$ cat src/rtl/cyclic_code_pkg.sv
// Shared code definition for the serial cyclic coder and decoder:
// code dimensions, generator polynomial and the per-bit syndrome step.
package cyclic_code_pkg;

  localparam int N  = 15;
  localparam int K  = 11;
  localparam int R  = N - K;
  localparam int CW = $clog2(N + 1);

  // Bit i is the coefficient of x^i; GEN[R] and GEN[0] must be 1.
  localparam logic [R:0] GEN = 5'b10011;

  // Returns ((s<<1)|b) mod GEN, R bits wide.
  function automatic logic [R-1:0] poly_step(input logic [R-1:0] s, input logic b);
    logic [R:0] t;
    t = {s, b};
    if (t[R]) t = t ^ GEN;
    return t[R-1:0];
  endfunction

  // x^(N-1) mod GEN: the syndrome left by a single error in the top bit.
  function automatic logic [R-1:0] calc_pat();
    logic [R-1:0] s;
    s    = '0;
    s[0] = 1'b1;
    for (int i = 0; i < N - 1; i++) s = poly_step(s, 1'b0);
    return s;
  endfunction

  localparam logic [R-1:0] PAT = calc_pat();

endpackage

$ cat src/rtl/cyclic_syndrome_reg.sv
// R-bit syndrome register: clear, parallel load, shift with an input bit,
// or shift with zero input. Priority follows that order.
module cyclic_syndrome_reg
  import cyclic_code_pkg::*;
(
  input  logic         clk,
  input  logic         rst_n,
  input  logic         i_clear,
  input  logic         i_load,
  input  logic [R-1:0] i_load_val,
  input  logic         i_shift_in,
  input  logic         i_shift,
  input  logic         i_bit,
  output logic [R-1:0] o_syn
);

  logic [R-1:0] r_syn;

  // Syndrome update, one mode per cycle.
  always_ff @(posedge clk or negedge rst_n) begin
    if (!rst_n)          r_syn <= '0;
    else if (i_clear)    r_syn <= '0;
    else if (i_load)     r_syn <= i_load_val;
    else if (i_shift_in) r_syn <= poly_step(r_syn, i_bit);
    else if (i_shift)    r_syn <= poly_step(r_syn, 1'b0);
  end

  assign o_syn = r_syn;

endmodule

$ cat src/rtl/cyclic_decoder_systematic.sv
// Serial Meggitt decoder for a systematic cyclic code. Receive stage
// builds the syndrome and buffers the message bits; on the last codeword
// bit both are handed to the output stage, which streams the K message
// bits out while rotating its syndrome copy to locate and flip one error.
module cyclic_decoder_systematic
  import cyclic_code_pkg::*;
(
  input  logic clk,
  input  logic rst_n,
  input  logic in_valid,
  input  logic in_sof,
  input  logic in_bit,
  output logic out_valid,
  output logic out_sof,
  output logic out_eof,
  output logic out_bit,
  output logic out_err,
  output logic out_corr
);

  typedef enum logic {S_IDLE, S_SHIFT} state_t;

  // receive stage
  logic          r_open;
  logic [CW-1:0] r_cnt;
  logic [K-1:0]  r_msg;
  logic [R-1:0]  w_rx_syn;
  logic [R-1:0]  w_rx_base;
  logic [R-1:0]  w_rx_step;
  logic [CW-1:0] w_cnt_base;
  logic [K-1:0]  w_msg_base;
  logic          w_acc;
  logic          w_last;
  logic          w_handoff;

  // output stage
  state_t        r_state, w_state_nxt;
  logic [K-1:0]  r_obuf;
  logic [CW-1:0] r_step;
  logic          r_err;
  logic          r_corr;
  logic [R-1:0]  w_tx_syn;
  logic          w_shifting;
  logic          w_match;
  logic          w_step_last;

  // A start-of-frame bit restarts from an empty syndrome and count.
  assign w_acc      = in_valid && (in_sof || r_open);
  assign w_cnt_base = in_sof ? '0 : r_cnt;
  assign w_rx_base  = in_sof ? '0 : w_rx_syn;
  assign w_msg_base = in_sof ? '0 : r_msg;
  assign w_rx_step  = poly_step(w_rx_base, in_bit);
  assign w_last     = (w_cnt_base == CW'(N - 1));
  assign w_handoff  = w_acc && w_last;

  cyclic_syndrome_reg u_rx_syn (
    .clk        (clk),
    .rst_n      (rst_n),
    .i_clear    (w_handoff),
    .i_load     (w_acc && in_sof),
    .i_load_val (w_rx_step),
    .i_shift_in (w_acc && !in_sof),
    .i_shift    (1'b0),
    .i_bit      (in_bit),
    .o_syn      (w_rx_syn)
  );

  // Bit counter and message buffer for the frame being received.
  always_ff @(posedge clk or negedge rst_n) begin
    if (!rst_n) begin
      r_open <= 1'b0;
      r_cnt  <= '0;
      r_msg  <= '0;
    end else if (w_acc) begin
      if (w_cnt_base < CW'(K)) r_msg <= {w_msg_base[K-2:0], in_bit};
      if (w_last) begin
        r_open <= 1'b0;
        r_cnt  <= '0;
      end else begin
        r_open <= 1'b1;
        r_cnt  <= w_cnt_base + 1'b1;
      end
    end
  end

  assign w_shifting  = (r_state == S_SHIFT);
  assign w_match     = w_shifting && (w_tx_syn == PAT);
  assign w_step_last = (r_step == CW'(K - 1));

  // A handoff reload wins over the correction clear of the outgoing frame.
  cyclic_syndrome_reg u_tx_syn (
    .clk        (clk),
    .rst_n      (rst_n),
    .i_clear    (w_match && !w_handoff),
    .i_load     (w_handoff),
    .i_load_val (w_rx_step),
    .i_shift_in (1'b0),
    .i_shift    (w_shifting),
    .i_bit      (1'b0),
    .o_syn      (w_tx_syn)
  );

  // Output FSM state register.
  always_ff @(posedge clk or negedge rst_n) begin
    if (!rst_n) r_state <= S_IDLE;
    else        r_state <= w_state_nxt;
  end

  // Next state: a handoff always (re)starts SHIFT, otherwise run K steps.
  always_comb begin
    w_state_nxt = r_state;
    case (r_state)
      S_IDLE:  if (w_handoff) w_state_nxt = S_SHIFT;
      S_SHIFT: if (w_step_last && !w_handoff) w_state_nxt = S_IDLE;
      default: w_state_nxt = S_IDLE;
    endcase
  end

  // Output buffer, step counter and per-frame error flags.
  always_ff @(posedge clk or negedge rst_n) begin
    if (!rst_n) begin
      r_obuf <= '0;
      r_step <= '0;
      r_err  <= 1'b0;
      r_corr <= 1'b0;
    end else if (w_handoff) begin
      r_obuf <= r_msg;
      r_step <= '0;
      r_err  <= |w_rx_step;
      r_corr <= 1'b0;
    end else if (w_shifting) begin
      r_obuf <= {r_obuf[K-2:0], 1'b0};
      r_step <= r_step + 1'b1;
      if (w_match) r_corr <= 1'b1;
    end
  end

  assign out_valid = w_shifting;
  assign out_sof   = w_shifting && (r_step == '0);
  assign out_eof   = w_shifting && w_step_last;
  assign out_bit   = w_shifting && (r_obuf[K-1] ^ w_match);
  assign out_err   = w_shifting && r_err;
  assign out_corr  = w_shifting && (r_corr || w_match);

endmodule

$ cat config.mk
export PLATFORM = sky130hd
export DESIGN_NAME = cyclic_decoder_systematic
export DESIGN_NICKNAME = d
export VERILOG_FILES = /design/src/rtl/cyclic_code_pkg.sv /design/src/rtl/cyclic_syndrome_reg.sv /design/src/rtl/cyclic_decoder_systematic.sv
export SDC_FILE = /design/constraint.sdc
export NUM_CORES = 1
export LEC_CHECK = 0
export CAP_MARGIN = 10
export CELL_PAD_IN_SITES_DETAIL_PLACEMENT = 0
export CELL_PAD_IN_SITES_GLOBAL_PLACEMENT = 1
export CORE_MARGIN = 2
export CORE_UTILIZATION = 48
export CTS_BUF_LIST = sky130_fd_sc_hd__clkbuf_16
export DETAILED_ROUTE_END_ITERATION = 10
export PLACE_DENSITY_LB_ADDON = 0.1
export SETUP_SLACK_MARGIN = 0.4
export SYNTH_ARGS = -nofsm -noshare
export SYNTH_HDL_FRONTEND = slang
export SYNTH_SLANG_ARGS = --single-unit
$ cat constraint.sdc
create_clock -name clk -period 1.7 [get_ports clk]
set_input_delay 0.34 -clock clk [delete_from_list [all_inputs] [get_ports clk]]
set_output_delay 0.34 -clock clk [all_outputs]
set_load 0.01 [all_outputs]
Word level (Yosys, flattened, before mapping)
Index checks and enable logic that the tools add are counted.
{"block": "word_totals", "elab_cells": 69, "out_inout_bits": 6, "regBits": 42, "in_bits": 5}
{"block": "op_classes", "n_eq_ne": 3, "muxes": 24, "order_cmp": 1, "reduce_logical": 24, "bitwise": 5, "addsub": 2}
{"cell": "$mux 4", "n": 11}
{"cell": "$mux 11", "n": 2}
{"cell": "$eq 4x4->1 const B", "n": 3}
{"cell": "$logic_and 1x1->1", "n": 12}
{"cell": "$mux 10", "n": 1}
{"cell": "$add 4x1->4 const B", "n": 2}
{"cell": "$mux 1", "n": 6}
{"cell": "$mux 2", "n": 3}
{"cell": "$not 2->2", "n": 3}
{"cell": "$reduce_bool 3->1", "n": 2}
{"cell": "$logic_not 4->1", "n": 1}
{"cell": "$lt 4x4->1 const B", "n": 1}
{"cell": "$reduce_and 2->1", "n": 2}
{"cell": "$reduce_bool 2->1", "n": 2}
{"cell": "$reduce_or 4->1", "n": 1}
{"cell": "$logic_not 1->1", "n": 2}
{"cell": "$logic_or 1x1->1", "n": 2}
{"cell": "$pmux 1 s2", "n": 1}
{"cell": "$not 1->1", "n": 1}
{"cell": "$xor 1x1->1", "n": 1}

Longest topological paths before layout
Gate-level depths: netlist (run 1).
{"block": "logic_depth", "word_depth": 7, "depth_mapped": 5}

Hierarchy
From an unflattened synthesis (run 1), not the netlist that was laid out.
{"block": "hier_totals", "cells_unflattened": 213, "area_unflattened_um2": 2270.9}
{"module": "cyclic_decoder_systematic", "area_per_inst_um2": 1783.0, "seq_area_each_um2": 850.8, "cells_each": 169, "n_inst": 1}
{"module": "cyclic_syndrome_reg", "area_per_inst_um2": 244.0, "seq_area_each_um2": 100.1, "cells_each": 22, "n_inst": 2}

Worst setup path after synthesis (run 1)
Ideal clock, no wire load.
{"block": "synth_timing", "path_kind": "reg2out", "from": "register r_state, in the netlist out_valid", "to": "output out_sof", "path_stages_with_launch": 5, "path_slack_ps": -45, "n_path_buf": 2, "arrival_time_ps": 1405, "cell_sequence": "dfrtp_1 buf_4 buf_4 inv_1 nor4b_1"}
{"block": "synth_via", "elab_chain_cells": 1}
{"element": "start: declaration", "line": "cyclic_decoder_systematic.sv:37", "text": "state_t r_state, w_state_nxt;"}
{"element": "start signal: assignment", "line": "cyclic_decoder_systematic.sv:106", "text": "else r_state <= w_state_nxt;"}
{"element": "$logic_and 1x1->1", "line": "cyclic_decoder_systematic.sv:139", "text": "assign out_sof = w_shifting && (r_step == '0);"}
{"element": "end: declaration", "line": "cyclic_decoder_systematic.sv:14", "text": "output logic out_sof,"}
No other way between the ends.

Worst setup path in the final report (run 1)
{"block": "layout_timing", "from": "register u_tx_syn.r_syn[2], in the netlist u_tx_syn.o_syn[2]", "to": "output out_bit"}
{"block": "layout_via", "elab_chain_cells": 4}
{"element": "start: declaration", "line": "cyclic_syndrome_reg.sv:17", "text": "logic [R-1:0] r_syn;"}
{"element": "start signal: assignment", "line": "cyclic_syndrome_reg.sv:23", "text": "else if (i_load) r_syn <= i_load_val;"}
{"element": "start signal: assignment", "line": "cyclic_syndrome_reg.sv:24", "text": "else if (i_shift_in) r_syn <= poly_step(r_syn, i_bit);"}
{"element": "start signal: assignment", "line": "cyclic_syndrome_reg.sv:25", "text": "else if (i_shift) r_syn <= poly_step(r_syn, 1'b0);"}
{"element": "$eq 4x4->1", "line": "cyclic_decoder_systematic.sv:87", "text": "assign w_match = w_shifting && (w_tx_syn == PAT);"}
{"element": "$logic_and 1x1->1", "line": "cyclic_decoder_systematic.sv:87"}
{"element": "$xor 1x1->1", "line": "cyclic_decoder_systematic.sv:141", "text": "assign out_bit = w_shifting && (r_obuf[K-1] ^ w_match);"}
{"element": "$logic_and 1x1->1", "line": "cyclic_decoder_systematic.sv:141"}
{"element": "end: declaration", "line": "cyclic_decoder_systematic.sv:16", "text": "output logic out_bit,"}
No other way between the ends.

==> metrics, run 1 <==
status=completed; Async SR Flop Fraction=1.00; largest net degree at the start of global routing=27; sequential element share of the synthesized area=0.494; H-tree depth=2; max cap viols=0; CORE AREA=4320 sq um; first-pass GRT wire length=7.32 mm; Seq. cell area=1060 sq um; EDFF count, synth=0; routed vias=1,553; row count=24; CTS clk-pin slew, worst paths=60 ps; cell area after synthesis=2130 sq um; number of global-route vias before repair=1,565; Num CTS Buffers=5; routability cong.=0.815; CTS Root Cell=clkbuf_16; Leak=1.41 nW; Clock Skew=2.71 ps; layout cell share with drive strength beyond 1=0.530; crit share post-route=0.979; Avg Vias per Cell=5.43; Finish-stage setup viols=0; Worst-Margin Slew=607 ps; initial antenna violation count=0; Tot Pwr=0.00327 W; Top FF cell, synth=dfrtp_1; Worst VDD drop=0.629 mV; synth unique cells=38; post-route insts no fill=286; Syn Nets=186; fillers=298; CTS tree=yes; commonest non-fill, non-tap cell in the layout=dfrtp_1; Pre-antenna DRT Iters=4; final hold slack=67.4 ps; total wire length=4.67 mm; port bufs=10; RSZ-0062 raised after global routing=true; Ant. Diodes=0; PD cells=1060 nW/um^2; HP Class=in -> async; CP Class=reg -> out; Inst Count DP=255; DRC=0; final hold vios=0; placed wire-length estimate=2.72 mm; die height=70.6 um; commonest non-fill, non-tap cells in the layout=dfrtp_1, buf_4, mux2_4, nor2b_1; chip width=70.6 um; Iter 0 DRT Violations=81; WP data arrival=1320 ps; Tot GR Track Use=0.190; clock sinks=42; synthesized area per cell=12.0 sq um; Period minus WS final=1660 ps; final net count=241; Worst slew margin=0.595; setup tns final=0 ps; critical path endpoint category=output pin; I/O pin cnt=11; CP required=1360 ps; Area growth syn-to-layout=45.1%; fmax=601 MHz; CP startpoint kind=register; final max-slew violation count=0; clk_lat worst skew=280 ps; wire per inst=16.3 um; Util after Layout=0.714; Syn Inst Count=178; area occupied by multi-input gates=1240 sq um; Yosys warning count=0; clk buf depth=2; gr ovfl total=0; Die ar.=4980 sq um; #FFs+latches synth=42; Hold Buf Count CTS=0; Initial Util=0.492; Max FO, Critical Path=3; ANT nets after route=0
[cell families (layout without fill, tap and decap cells)]
kind of cell,after synthesis,count (layout),share of synthesized area
buf+inv,13,69,0.0341
compound gates,22,22,0.0729
fa+ha+maj,3,3,0.0176
xor+xnor,7,7,0.0288
mux,41,41,0.212
simple gates,50,50,0.141
flops,42,42,0.494
[flip-flops by register name, indices dropped and copies added, names as in the netlist]
register and cells:
r_err 1, u_rx_syn.o_syn 4, r_cnt 4, out_valid 1
r_msg 11, r_corr 1, r_obuf 11, r_step 4
r_open 1, u_tx_syn.o_syn 4
[cells in the mapped netlist (2+ instances only)]
cell | number | area [sq um]
ha_1 | 3 | 37.5
xnor2_1 | 3 | 26.3
buf_4 | 4 | 30.0
a21oi_1 | 3 | 15.0
a21o_1 | 2 | 15.0
nor2b_1 | 15 | 93.8
nand2_1 | 9 | 33.8
mux2_2 | 33 | 372
nor2_1 | 10 | 37.5
o31ai_1 | 5 | 37.5
o21ai_0 | 2 | 10.0
a22oi_1 | 2 | 15.0
nor3_1 | 3 | 15.0
clkbuf_1 | 3 | 11.3
mux2i_1 | 8 | 80.1
dfrtp_1 | 42 | 1050
nand2b_1 | 3 | 18.8
xor2_1 | 4 | 35.0
o41ai_1 | 2 | 17.5
inv_1 | 4 | 15.0
[where the power goes]
group	switching (W)	leakage [nW]	internal (W)
clock network	0.000358	0.0724	0.000530
registers	0.000139	0.527	0.00116
logic	0.000485	0.808	0.000603
total	0.000982	1.41	0.00229
[metrics by stage]
stage          instance area (sq um)  setup WS (ps)
3_5_place_dp                    2480           -247
5_1_grt                         3090          -19.0
6_report                        3090           36.3
2_1_floorplan                   2170            259
4_1_cts                         2850           47.0
3_3_place_gp                    2480           -230
[layer usage]
metal,vias up,part of all wire,GRT usage
met3,6,0.029,0.0356
met4,0,0.012,0.0755
met2,20,0.49,0.307
met1,789,0.47,0.256
met5,-,0,0
li1,738,-,-
[area by class of cell]
| class | instances | share of cell area |
|---|---|---|
| multi-input cells | 123 | 0.403 |
| repair buffers | 57 | 0.185 |
| inverters | 4 | 0.00486 |
| clock inverters | 3 | 0.00405 |
| well taps | 52 | 0.0211 |
| clock buffers | 5 | 0.0405 |
| flip-flops and latches | 42 | 0.342 |
[worst max-delay path, stage by stage, from the launching register on]
cell	delay, ps
dfrtp_1	380
and4bb_2	360
xnor2_2	130
nor2_2	50
buf_2	130
[timing repair]
item / CTS / global route
gates resized for setup: 55 / 42
setup endpoints to repair: 48 / 42
pin swaps: 6 / 12
setup buffers: 15 / 5
gates cloned: 2 / 1
[path summary, 6_finish.rpt]
kind	from	to	slack, ps	cells after the start
worst min-delay path	rst_n	r_err	70	1
min in group clk	u_rx_syn.o_syn[1]	u_rx_syn.o_syn[1]	510	2
worst max register to register	r_cnt[0]	r_msg[10]	140	5
worst max-delay path	u_tx_syn.o_syn[2]	out_bit	40	4
worst min register to register	u_rx_syn.o_syn[1]	u_rx_syn.o_syn[1]	510	2
max in group asynchronous	rst_n	r_msg[3]	1050	2
(Power assumes the default switching activity.)
==> inputs of run 2 (changes only) <==
--- a/config.mk
+++ b/config.mk
@@ -11,9 +11,10 @@
 export CORE_MARGIN = 2
 export CORE_UTILIZATION = 48
 export CTS_BUF_LIST = sky130_fd_sc_hd__clkbuf_16
+export CTS_CLUSTER_DIAMETER = 200
 export DETAILED_ROUTE_END_ITERATION = 10
 export PLACE_DENSITY_LB_ADDON = 0.1
-export SETUP_SLACK_MARGIN = 0.4
 export SYNTH_ARGS = -nofsm -noshare
 export SYNTH_HDL_FRONTEND = slang
+export SYNTH_HIERARCHICAL = 1
 export SYNTH_SLANG_ARGS = --single-unit
==> run 2 against run 1 <==
Compared with the run above:
- global-route usage increased by 0.11 points
- area after synthesis rose by 6.7%
- clock skew increased by 2.6 ps
- total power rose by 11%
- die area rose by 6.3%
- the run now ends with setup timing left
- combinational power about the same
- critical endpoint unchanged
- sequential power is 16% higher
==> metrics, run 2 <==
number of global-route vias before repair=1,768; chip width=72.8 um; routability cong.=0.875; final hold vios=0; Avg Vias per Cell=5.44; most instantiated cells after synthesis=dfrtp_1, mux2i_1, nand2_1; ANT nets after route=0; clk buf depth=2; critical path endpoint category=output pin; Syn Inst Count=213; Clock Skew=5.31 ps; most common cell in the netlist=dfrtp_1; DRC=0; Iter 0 DRT Violations=39; combinational fraction of design power=0.298; cell area after synthesis=2270 sq um; synth unique cells=46; top-area cell type share of the netlist area=0.463; H-tree depth=2; crit share post-route=1.04; Sw Share=0.302; final net count=269; CTS clk-pin slew, worst paths=60 ps; commonest non-fill, non-tap cells in the layout=dfrtp_1, buf_4, mux2i_1, nand2_1; PnR worst setup slack=-74.5 ps; Die ar.=5300 sq um; Ant. Diodes=0; total wire length=4.66 mm; #FFs+latches synth=42; Worst VDD drop=0.730 mV; row count=25; Async SR Flop Fraction=1.00; Pint=0.00252 W; first-pass GRT wire length=7.81 mm; commonest non-fill, non-tap cell in the layout=dfrtp_1; die height=72.8 um; final hold slack=0.626 ps; Period minus WS final=1770 ps; Tot GR Track Use=0.191; CTS Root Cell=clkbuf_16; sequential element share of the synthesized area=0.463; Clk pwr share=0.288; Area growth syn-to-layout=28.3%; initial antenna violation count=0; gr ovfl total=0; synthesized area per cell=10.7 sq um; CTS tree=yes; WP data arrival=1430 ps; Largest regs=r_msg: 11 flops, r_obuf: 11 flops; status=finished with violations; HP Class=in -> async; Initial Util=0.491; Yosys warning count=6; EDFF count, synth=0; I/O pin cnt=11; placed wire-length estimate=3.18 mm; port bufs=10; clk_lat worst skew=280 ps; RSZ-0062 raised after global routing=true; top cells by area, synth=dfrtp_1, mux2i_1, mux2_1; Finish-stage setup viols=1; Leak=1.34 nW; final max-slew violation count=0; CORE AREA=4630 sq um; CP startpoint kind=register; Num CTS Buffers=5; Pre-antenna DRT Iters=4; largest net degree at the start of global routing=26; routed vias=1,715; failing checks=setup timing; layout cell share with drive strength beyond 1=0.280; CP Class=reg -> out; dominant cell type by area after synthesis=dfrtp_1; CP required=1360 ps; max cap viols=0; Max FO, Critical Path=2; fmax=564 MHz; Net Sw Power=0.00109 W; setup tns final=-74.5 ps; sequential share of power=0.414; Top FF cell, synth=dfrtp_1; wire per inst=14.8 um; PD cells=1240 nW/um^2; clock sinks=42
[run 2: cell types whose count changed after synthesis, sizes merged, moves of 3 or more]
cell / change
o21ai: +4
buf: +5
mux2: -21
nand2: +8
mux2i: +10
a21oi: +10
nand3: +3
o21a: +3
nor3: +8
[run 2: power by group through the flow]
stage	sequential, W	combinational [W]	clock (W)
5_1_grt	0.00153	0.00119	0.00111
6_report	0.00150	0.00108	0.00104
4_1_cts	0.00149	0.00102	0.00106
3_5_place_dp	0.00150	0.00100	0
3_3_place_gp	0.00149	0.000945	0
2_1_floorplan	0.00148	0.000624	0
[run 2: critical path, stage by stage (launching register included)]
cell	delay (ps)
dfrtp_1	370
nand4b_1	210
nor2_2	120
buf_4	120
mux2i_1	180
buf_2	160
[run 2: logic make-up after synthesis]
kind of cell               count (synthesis)  synth area share
AOI/OAI and AO/OA                         42             0.121
xor gates and xnor gates                   7            0.0270
adders and majority gates                  3            0.0165
buffers and inverters                     18            0.0501
DFF                                       42             0.463
muxes                                     30             0.140
other                                      1           0.00165
and+or+nand+nor                           70             0.181
[run 2: final timing paths]
check	start	endpoint	slack (ps)	depth (start not counted)
worst max-delay path	u_tx_syn/o_syn[2]	out_bit	-70	5
worst min-delay path	rst_n	r_cnt[2]	0.6	1
worst max register to register	r_cnt[0]	r_msg[3]	60	6
worst min register to register	r_msg[10]	r_msg[10]	510	1
max in group asynchronous	rst_n	r_step[2]	1210	2
min in group clk	r_msg[10]	r_msg[10]	510	1
[run 2: final cells by class]
class	count	area, sq um
clock buffers	5	125
clock inverters	2	33.8
fillers	386	1720
inverters	4	20.0
multi-input cells	158	1210
flip-flops and latches	42	1050
well taps	54	67.6
repair buffers	50	409
[run 2: repair_timing]
action | 4_1_cts | 5_1_grt
hold endpoints to repair | 0 | 0
setup buffers | 5 | 1
gates resized for setup | 24 | 18
pin swaps | 3 | 6
endpoints found under the setup margin | 17 | 12
hold buffers | 0 | 0
[run 2: metal layers]
layer  vias up  part of all wire  GRT usage
li1        839                 -          -
met1       847              0.45      0.233
met2        23              0.51      0.333
met3         6             0.026     0.0442
met4         0            0.0099     0.0638
met5         -                 0          0
[run 2: per-stage QoR]
stage,power [W],cell area [sq um],util,worst slack [ps],cells
floorplan,0.00211,2300,-,1.88,218
global placement,0.00243,2630,0.568,-355,302
detailed placement,0.00250,2630,0.568,-470,302
CTS,0.00358,2840,0.613,-109,314
global route,0.00383,2910,0.629,-201,315
finish,0.00362,2910,0.629,-74.5,315
==> inputs of run 3 (changes only) <==
--- a/config.mk
+++ b/config.mk
@@ -8,6 +8,7 @@
 export CAP_MARGIN = 10
 export CELL_PAD_IN_SITES_DETAIL_PLACEMENT = 0
 export CELL_PAD_IN_SITES_GLOBAL_PLACEMENT = 1
+export CORE_ASPECT_RATIO = 0.75
 export CORE_MARGIN = 2
 export CORE_UTILIZATION = 48
 export CTS_BUF_LIST = sky130_fd_sc_hd__clkbuf_16
==> run 3 against run 2 <==
Compared with the run above:
- sequential share of layout area grew 0.30 points
- combinational power is essentially flat
- critical path type unchanged
- largest power group unchanged
- final area shrank 0.82%
- wire length grew 1.3%
- setup slack lost 4.5 ps
- the run still ends with setup timing left
- non-clock buffer count grew 1
==> metrics, run 3 (synthesized netlist as in run 2, its figures left out) <==
status=finished with violations; failing checks=setup timing; CTS clk-pin slew, worst paths=60 ps; WP data arrival=1440 ps; PD cells=1260 nW/um^2; clock sinks=42; Clock Skew=2.93 ps; Num CTS Buffers=5; fmax=562 MHz; largest net degree at the start of global routing=22; first-pass GRT wire length=8.24 mm; critical path endpoint category=output pin; CORE AREA=4520 sq um; CTS tree=yes; commonest non-fill, non-tap cells in the layout=dfrtp_1, buf_4, mux2i_1, nand2_1; Die ar.=5300 sq um; Ant. Diodes=0; final net count=270; RSZ-0062 raised after global routing=true; H-tree depth=2; HP Class=in -> async; Leak=1.33 nW; routability cong.=0.780; row count=21; met2 usage=0.310; number of global-route vias before repair=1,679; PnR worst setup slack=-79.0 ps; initial antenna violation count=0; die height=63.6 um; gr ovfl total=0; CP startpoint kind=register; Setup WS pre-CTS=-411 ps; met3 Usage GRT=0.0459; chip width=83.4 um; Pre-antenna DRT Iters=4; Inst Count DP=306; Tot GR Track Use=0.197; Finish-stage setup viols=1; Period minus WS final=1780 ps; layout cell share with drive strength beyond 1=0.281; crit share post-route=1.05; Max FO, Critical Path=2; Initial Util=0.502; final max-slew violation count=0; CTS Root Cell=clkbuf_16; CP required=1360 ps; busiest grt layer=met2; Iter 0 DRT Violations=93; Hold Buf Count CTS=0; wire per inst=14.8 um; placed wire-length estimate=3.20 mm; Area growth syn-to-layout=27.2%; ANT nets after route=0; commonest non-fill, non-tap cell in the layout=dfrtp_1; max cap viols=0; fillers=363; met1 Use GR=0.269; clk_lat worst skew=280 ps; total wire length=4.72 mm; final hold vios=0; Avg Vias per Cell=5.28; port bufs=10; design area=2890 sq um; final hold slack=10.7 ps; R2R Setup Slk=90 ps; CP Class=reg -> out; I/O pin cnt=11; clk buf depth=2; post-route insts no fill=320; Largest regs=r_msg: 11 flops, r_obuf: 11 flops; Worst VDD drop=0.911 mV; routed vias=1,690; DRC=0; Tot Pwr=0.00364 W; placed cell area=2630 sq um
-- run 3: metrics by stage --
stage	utilization	TNS (ps)
finish	0.639	-79.0
floorplan	-	0
CTS	0.634	-154
global placement	0.582	-6970
global route	0.639	-226
detailed placement	0.582	-8100
-- run 3: layout make-up --
class	instances	area, sq um	area share
clock inverters	3	40.0	0.0139
flip-flops and latches	42	1050	0.364
inverters	4	20.0	0.00693
well taps	57	71.3	0.0247
clock buffers	5	125	0.0433
multi-input cells	158	1180	0.410
repair buffers	51	397	0.137
-- run 3: timing repair --
| item | CTS | global route |
|---|---|---|
| cloned | 0 | 0 |
| hold endpoints to repair | 0 | 0 |
| endpoints found under the setup margin | 24 | 8 |
| resized for setup | 29 | 7 |
| buffers inserted | 7 | 0 |
| pin swaps | 4 | 4 |
-- run 3: path summary, 6_finish.rpt --
path / from / end / cells past startpoint
setup / recovery: u_tx_syn/o_syn[2] / out_bit / 5
hold / removal: rst_n / r_cnt[0] / 1
setup reg to reg: r_cnt[0] / u_tx_syn/o_syn[3] / 8
hold reg to reg: r_corr / r_corr / 1
max in group asynchronous: rst_n / r_obuf[9] / 2
min in group clk: r_corr / r_corr / 1
-- run 3: metal layers --
metal / vias up / part of all wire
met2: 15 / 0.45
met5: - / 0
met4: 0 / 0.014
li1: 848 / -
met3: 5 / 0.024
met1: 822 / 0.51
-- run 3: power by group --
group / internal, W / switching (W) / total (W) / leakage [nW]
Clock: 0.000687 / 0.000384 / 0.00107 / 0.0836
Sequential: 0.00128 / 0.000223 / 0.00150 / 0.547
Combinational: 0.000565 / 0.000499 / 0.00106 / 0.704
-- run 3: worst max-delay path, cell delays in order, from the launching register on --
cell and delay, ps:
dfrtp_1 370, nand4b_1 230, nor2_2 130, buf_4 120
mux2i_1 170, buf_2 150
